## config.mk

```make
export PLATFORM = sky130hd
export DESIGN_NAME = led_pattern_blinker
export DESIGN_NICKNAME = d
export VERILOG_FILES = /design/src/rtl/led_pattern_blinker.sv
export SDC_FILE = /design/constraint.sdc
export NUM_CORES = 1
export LEC_CHECK = 0
export CAP_MARGIN = 5
export CORE_MARGIN = 10
export CORE_UTILIZATION = 25
export DETAILED_ROUTE_END_ITERATION = 10
export PLACE_DENSITY = 0.4
export SLEW_MARGIN = 20
export SYNTH_ARGS = -nofsm -noshare
export SYNTH_HDL_FRONTEND = slang
export SYNTH_SLANG_ARGS = --single-unit
export TNS_END_PERCENT = 20
```

## constraint.sdc

```tcl
create_clock -name clk -period 9.6 [get_ports clk]
set_input_delay 1.44 -clock clk [delete_from_list [all_inputs] [get_ports clk]]
set_output_delay 1.44 -clock clk [all_outputs]
set_load 0.02 [all_outputs]
```

## src/rtl/led_pattern_blinker.sv

```systemverilog
// rtl/led_pattern_blinker.sv - multi-channel LED driver with OFF/ON/BLINK/BURST patterns on a shared timebase
module led_pattern_blinker #(
    parameter int CHANNELS = 4,
    parameter int CNT_W    = 16,
    parameter int PRESC    = 1000,
    localparam int CH_W    = $clog2(CHANNELS) + 1
) (
    input  logic                clk,
    input  logic                rst_n,
    input  logic                cfg_we,
    input  logic [CH_W-1:0]     cfg_ch,
    input  logic [1:0]          cfg_mode,
    input  logic [CNT_W-1:0]    cfg_half,
    input  logic [3:0]          cfg_burst,
    output logic                cfg_ack,
    output logic [CHANNELS-1:0] led
);
    localparam int PW = (PRESC > 1) ? $clog2(PRESC) : 1;

    typedef enum logic [1:0] {M_OFF = 2'd0, M_ON = 2'd1, M_BLINK = 2'd2, M_BURST = 2'd3} mode_e;
    typedef enum logic [1:0] {B_ON = 2'd0, B_OFF = 2'd1, B_GAP = 2'd2} bst_e;

    logic [PW-1:0]       presc_q, presc_d;
    logic                tick;
    logic                wr_ok;
    logic                ack_q, ack_d;
    logic [CHANNELS-1:0] led_q, led_d;

    mode_e            mode_q  [CHANNELS];
    mode_e            mode_d  [CHANNELS];
    logic [CNT_W-1:0] half_q  [CHANNELS];
    logic [CNT_W-1:0] half_d  [CHANNELS];
    logic [3:0]       burst_q [CHANNELS];
    logic [3:0]       burst_d [CHANNELS];
    logic [CNT_W-1:0] cnt_q   [CHANNELS];
    logic [CNT_W-1:0] cnt_d   [CHANNELS];
    logic [3:0]       pulse_q [CHANNELS];
    logic [3:0]       pulse_d [CHANNELS];
    logic [1:0]       gap_q   [CHANNELS];
    logic [1:0]       gap_d   [CHANNELS];
    bst_e             st_q    [CHANNELS];
    bst_e             st_d    [CHANNELS];

    logic [CNT_W-1:0] half_eff;
    logic [3:0]       burst_eff;
    logic             expire;

    always_comb begin
        tick      = (presc_q == PW'(PRESC - 1));
        presc_d   = tick ? '0 : presc_q + 1'b1;
        wr_ok     = cfg_we && (32'(cfg_ch) < CHANNELS);
        ack_d     = wr_ok;
        led_d     = led_q;
        half_eff  = '0;
        burst_eff = '0;
        expire    = 1'b0;
        for (int i = 0; i < CHANNELS; i++) begin
            mode_d[i]  = mode_q[i];
            half_d[i]  = half_q[i];
            burst_d[i] = burst_q[i];
            cnt_d[i]   = cnt_q[i];
            pulse_d[i] = pulse_q[i];
            gap_d[i]   = gap_q[i];
            st_d[i]    = st_q[i];
            // A zero field behaves as one so a channel can never stall.
            half_eff   = (half_q[i] == '0) ? CNT_W'(1) : half_q[i];
            burst_eff  = (burst_q[i] == 4'd0) ? 4'd1 : burst_q[i];
            expire     = tick && (cnt_q[i] == half_eff - CNT_W'(1));
            if (wr_ok && (cfg_ch == CH_W'(i))) begin
                mode_d[i]  = mode_e'(cfg_mode);
                half_d[i]  = cfg_half;
                burst_d[i] = cfg_burst;
                cnt_d[i]   = '0;
                pulse_d[i] = '0;
                gap_d[i]   = '0;
                st_d[i]    = B_ON;
                led_d[i]   = (cfg_mode != 2'd0);
            end else begin
                case (mode_q[i])
                    M_OFF: led_d[i] = 1'b0;
                    M_ON:  led_d[i] = 1'b1;
                    M_BLINK: begin
                        if (expire) begin
                            cnt_d[i] = '0;
                            led_d[i] = ~led_q[i];
                        end else if (tick) begin
                            cnt_d[i] = cnt_q[i] + 1'b1;
                        end
                    end
                    default: begin
                        if (expire) begin
                            cnt_d[i] = '0;
                            case (st_q[i])
                                B_ON: begin
                                    st_d[i]    = B_OFF;
                                    led_d[i]   = 1'b0;
                                    pulse_d[i] = pulse_q[i] + 1'b1;
                                end
                                B_OFF: begin
                                    if (pulse_q[i] < burst_eff) begin
                                        st_d[i]  = B_ON;
                                        led_d[i] = 1'b1;
                                    end else begin
                                        st_d[i]  = B_GAP;
                                        led_d[i] = 1'b0;
                                        gap_d[i] = '0;
                                    end
                                end
                                B_GAP: begin
                                    if (gap_q[i] == 2'd3) begin
                                        st_d[i]    = B_ON;
                                        led_d[i]   = 1'b1;
                                        pulse_d[i] = '0;
                                        gap_d[i]   = '0;
                                    end else begin
                                        gap_d[i] = gap_q[i] + 1'b1;
                                    end
                                end
                                default: begin
                                    st_d[i]  = B_ON;
                                    led_d[i] = 1'b1;
                                end
                            endcase
                        end else if (tick) begin
                            cnt_d[i] = cnt_q[i] + 1'b1;
                        end
                    end
                endcase
            end
        end
    end

    always_ff @(posedge clk or negedge rst_n) begin
        if (!rst_n) begin
            presc_q <= '0;
            ack_q   <= 1'b0;
            led_q   <= '0;
            for (int i = 0; i < CHANNELS; i++) begin
                mode_q[i]  <= M_OFF;
                half_q[i]  <= '0;
                burst_q[i] <= '0;
                cnt_q[i]   <= '0;
                pulse_q[i] <= '0;
                gap_q[i]   <= '0;
                st_q[i]    <= B_ON;
            end
        end else begin
            presc_q <= presc_d;
            ack_q   <= ack_d;
            led_q   <= led_d;
            for (int i = 0; i < CHANNELS; i++) begin
                mode_q[i]  <= mode_d[i];
                half_q[i]  <= half_d[i];
                burst_q[i] <= burst_d[i];
                cnt_q[i]   <= cnt_d[i];
                pulse_q[i] <= pulse_d[i];
                gap_q[i]   <= gap_d[i];
                st_q[i]    <= st_d[i];
            end
        end
    end

    assign cfg_ack = ack_q;
    assign led     = led_q;
endmodule

```

## Yosys cells after proc, flatten, opt, wreduce, memory -nomap -nowiden

Index checks and enable logic that the tools add are counted.

- Add/sub/neg operators: 17
- Multiplexer cells: 121
- Bitwise gates (word level): 4
- Magnitude comparators: 5
- Eq/ne operators: 52
- Reduce and logical (&&, ||, !) cells: 75

Operators with widths:

| operator | number |
|---|---|
| two-way mux 16 bit | 20 |
| two-way mux 2 bit | 40 |
| two-way mux 4 bit | 20 |
| adder 16 x 1 -> 16 bit (second input constant) | 4 |
| equality test 16 bit | 4 |
| logical NOT 16 bit | 4 |
| subtractor 16 x 1 -> 16 bit (second input constant) | 4 |
| inequality test 3 bit (second input constant) | 12 |
| nonzero test 3 bit | 12 |
| one-hot mux 4 bit (2 select lines) | 4 |
| AND reduction 4 bit | 8 |
| equality test 2 bit (second input constant) | 12 |
| inequality test 6 bit (second input constant) | 4 |
| one-hot mux 1 bit (3 select lines) | 8 |
| one-hot mux 2 bit (3 select lines) | 4 |
| AND reduction 3 bit | 8 |
| two-way mux 1 bit | 20 |
| adder 4 x 1 -> 4 bit (second input constant) | 4 |
| equality test 2 x 1 -> 1 bit (second input constant) | 8 |
| logical NOT 2 bit | 8 |
| logical NOT 4 bit | 4 |
| less-than comparator 4 bit | 4 |
| inequality test 2 x 1 -> 1 bit (second input constant) | 8 |
| one-hot mux 2 bit (2 select lines) | 4 |
| 15 further kinds | 46 |

- Output and inout port bits: 5
- Word-level logic and storage cells: 308
- Register bits: 199
- Input bits: 28

## Depth between registers and ports, before layout

- Depth in word-level cells: 8
- Depth in mapped cells: 16
- Gate-level depth less buffers: 13

## Least setup slack after synthesis

No wires, ideal clock.

- Path kind: reg-to-reg
- Start point: reg half_q[16] in the netlist's numbering
- End point: reg pulse_q[6] in the netlist's numbering
- Path buffers: 2
- Setup time: 0.078 ns
- Clock period less this slack: 4.064 ns
- Slack: 5.536 ns
- Data required time: 9.522 ns
- Arrival: 3.986 ns
- Stages on the path, launching flop included: 16
- Cells stage by stage: dfrtp_1 or4_1 buf_2 nor3_1 a31oi_1 ha_1 nor3b_1 a21o_1 a2111oi_0 o2111a_1 and4_1 or3b_1 buf_2 or3_1 or3b_1 a21oi_1

- Word-level cells in the longest chain between the ends: 7

RTL lines:

| what | line | source |
|---|---|---|
| start: declaration | 31 | `logic [CNT_W-1:0] half_q [CHANNELS];` |
| start signal: indexed assignment | 153 | `half_q[i] <= half_d[i];` |
| logical NOT 16 bit | 66 | `half_eff = (half_q[i] == '0) ? CNT_W'(1) : half_q[i];` |
| two-way mux 16 bit (*) | 66 |  |
| subtractor 16 x 1 -> 16 bit (*) | 68 | `expire = tick && (cnt_q[i] == half_eff - CNT_W'(1));` |
| equality test 16 bit (*) | 68 |  |
| logical AND 1 bit (*) | 68 |  |
| nonzero test 2 bit (no source line) (*) | n/a |  |
| AND reduction 4 bit (no source line) (*) | n/a |  |
| end signal: indexed assignment | 156 | `pulse_q[i] <= pulse_d[i];` |
| end: declaration | 37 | `logic [3:0] pulse_q [CHANNELS];` |

Every way passes the cells marked *; elsewhere a longest branch is shown, timed or not.
A chain may end at the register's enable or synchronous reset.

## Final worst setup path

- Start point: reg half_q[18] in the netlist's numbering
- End point: reg pulse_q[6] in the netlist's numbering

The elaborated chain is that of the path after synthesis.

==> run summary <==
outcome: completed
Vias: 10,000
initial antenna violation count: 2
Slew Limit Fails: 0
# rows: 81
switching pwr: 802 uW
top area cells in the synthesized netlist: dfrtp_1 (41%), nand2_1 (5.6%), ha_1 (4.7%), o21ai_0 (3.9%), xnor2_1 (3.4%)
Seq/Total Area, Yosys: 0.405
clk_skew: 0.0157 ns
Starting Density: 0.252
Worst Setup End Kind: flop
Pwr Density: 173 mW/mm^2
CP startpoint kind: flop
largest net degree at the start of global routing: 97
total gr overflow: 0
Post-synth EDFFs: 0
#FFs+latches synth: 199
worst path required time: 9.98 ns
worst min path class: flop to flop
Max Cap Violations: 0
Ys Warns: 0
vias per inst: 4.87
unrepaired setup endpoints after global routing: false
Ant. Diodes: 0
clock sinks: 199
worst skew pair latency: 0.46 ns
buffers added on ports: 32
Die X: 242 um
cell-internal power: 1.61 mW
Max FO, Critical Path: 9
H-tree depth: 4
Rel. slew slack: 0.413
nets: 1,451
count of different cell masters after synthesis: 77
vias in the first global route: 9,804
worst path arrival time: 4.85 ns
Syn Nets: 1,453
global-route wire length before repair: 57,200 um
routed wire length per instance: 17.1 um
CP Class: flop to flop
Boundary Pins: 33
Die Height: 242 um
Post-DRT Antenna Nets: 0
CTS tree: done
switching part of the total: 0.332
period utilisation layout: 0.465
Yosys top cell by area: dfrtp_1
Core Util, Final: 0.286
Post-DP HPWL: 25,000 um
Synth top area share: 0.405
gr usage total: 0.122
Synth Instances: 1,379
Reg power frac: 0.444
Fmax: 224 MHz
r2r setup slk: 5.14 ns
CTS clk-pin slew, worst paths: 0.08 ns
placed insts: 2,021
Post-CTS Resized: 0
share of layout cells above drive strength 1: 0.0813
Post-synth ARST share: 1.00
Combinational Power Share: 0.233
Clock Tree Root: clkbuf_16
minimum clock period: 4.46 ns
CTS buffer count: 17
RD Place Congestion: 0.795
final setup vio count: 0
final setup TNS: 0 ns
Top FF cell, synth: dfrtp_1
initial drt markers: 637
setup repair bufs after CTS: 0
DRC Markers: 0
final hold vios: 0
Fin Hold WS: 0.493 ns
Max Buffers Root-to-Sink: 2
# hold bufs at CTS: 0
total power: 2.42 mW
Finished Layout Cells: 2,054
Netlist Area Pre-Place: 0.0123 mm^2
area grow syn2layout: 13.5%
Total Wirelength: 35,200 um
P_leak: 5.86 nW
clock power share: 0.323
worst slew pin tran: 0.872 ns
CORE AREA: 0.0487 mm^2
worst vdd ir: 0.0945 mV
mean post-synth cell area: 8.91 um^2
Die ar.: 0.0584 mm^2
DR pass1 iterations: 5
## worst max-delay path, stage by stage (launching register included)
cell and delay (ns):
dfrtp_1 0.45, or4_1 0.60, nor3_1 0.32, a31oi_1 0.19, ha_1 0.28, nor3b_1 0.17, a21o_1 0.18, a2111oi_0 0.39
o2111a_1 0.27, and4_1 0.21, or3b_1 0.49, or3_1 0.37, or3b_1 0.35, a21oi_1 0.14
## final cells by class
cell class | instances | area (um^2)
Inverter | 51 | 191
Timing Repair Buffer | 46 | 438
Sequential cell | 199 | 4980
Clock inverter | 13 | 171
Fill cell | 5182 | 34800
Tap cell | 664 | 831
Multi-Input combinational cell | 1062 | 6890
Clock buffer | 19 | 443
## logic make-up (layout without fill, tap and decap cells)
group                      after synthesis  in the layout  share of synthesized area
AOI/OAI and AO/OA                      297            297                      0.154
xor gates and xnor gates                88             88                     0.0639
adders and majority gates               46             46                     0.0468
buffers and inverters                  118            129                     0.0370
DFF                                    199            199                      0.405
muxes                                   45             45                     0.0400
and+or+nand+nor                        586            586                      0.253
## registers in the layout, indices dropped and copies added, names as in the netlist
signal   cells
presc_q     10
led          4
half_q      64
gap_q        8
st_q         8
mode_q       8
pulse_q     16
cnt_q       64
burst_q     16
cfg_ack      1
## cells in the mapped netlist, types with 20 or more instances
library cell and instances:
dfrtp_1 199, nand2_1 184, o21ai_0 96, nor2_1 84, a21oi_1 74, clkbuf_1 57, inv_1 51, xnor2_1 48
and3_1 46, ha_1 46, nand3_1 45, xor2_1 39, mux2_2 33, nor3_1 29, nor4_1 22, or3_1 22
nor3b_1 21, a21o_1 20, nand2b_1 20
## power groups by stage
stage	clock [mW]	combinational, mW	sequential (mW)
6_report	0.780	0.562	1.07
4_1_cts	0.810	0.570	1.07
5_1_grt	0.847	0.638	1.10
2_1_floorplan	0	0.426	1.04
3_3_place_gp	0	0.566	1.09
3_5_place_dp	0	0.566	1.09
## cells in the final DEF (no fill, tap or decap), types with 22 or more instances in the layout
cell	n
xnor2_1	48
or3_1	22
nor4_1	22
ha_1	46
nand2_1	184
nor2_1	82
a21oi_1	74
o21ai_0	96
clkdlybuf4s50_1	31
nand3_1	45
dfrtp_1	199
nor3_1	26
xor2_1	39
inv_1	51
and3_1	46
mux2_2	33
## metal layers
layer	GRT usage	wire [um]	vias up
met3	0.0218	906	11
met4	0.0244	294	0
li1	-	-	4948
met1	0.169	17800	4927
met2	0.194	16200	117
met5	0	0	-
## through the flow
stage | setup WS (ns) | area (um^2)
6_report | 5.14 | 13900
5_1_grt | 4.73 | 13900
4_1_cts | 5.14 | 13900
3_5_place_dp | 5.16 | 13300
3_3_place_gp | 5.28 | 13300
2_1_floorplan | 5.54 | 12300
## worst paths after layout
kind / startpoint / endpoint / cells after the start
setup / recovery: half_q[18]$_DFFE_PN0P_ / pulse_q[6]$_DFFE_PN0P_ / 13
hold / removal: burst_q[12]$_DFFE_PN0P_ / burst_q[12]$_DFFE_PN0P_ / 2
setup reg to reg: half_q[18]$_DFFE_PN0P_ / pulse_q[6]$_DFFE_PN0P_ / 13
hold reg to reg: burst_q[12]$_DFFE_PN0P_ / burst_q[12]$_DFFE_PN0P_ / 2
max in group asynchronous: rst_n / cnt_q[3]$_DFFE_PN0P_ / 3
min in group asynchronous: rst_n / burst_q[7]$_DFFE_PN0P_ / 1
(Power assumes the default switching activity.)
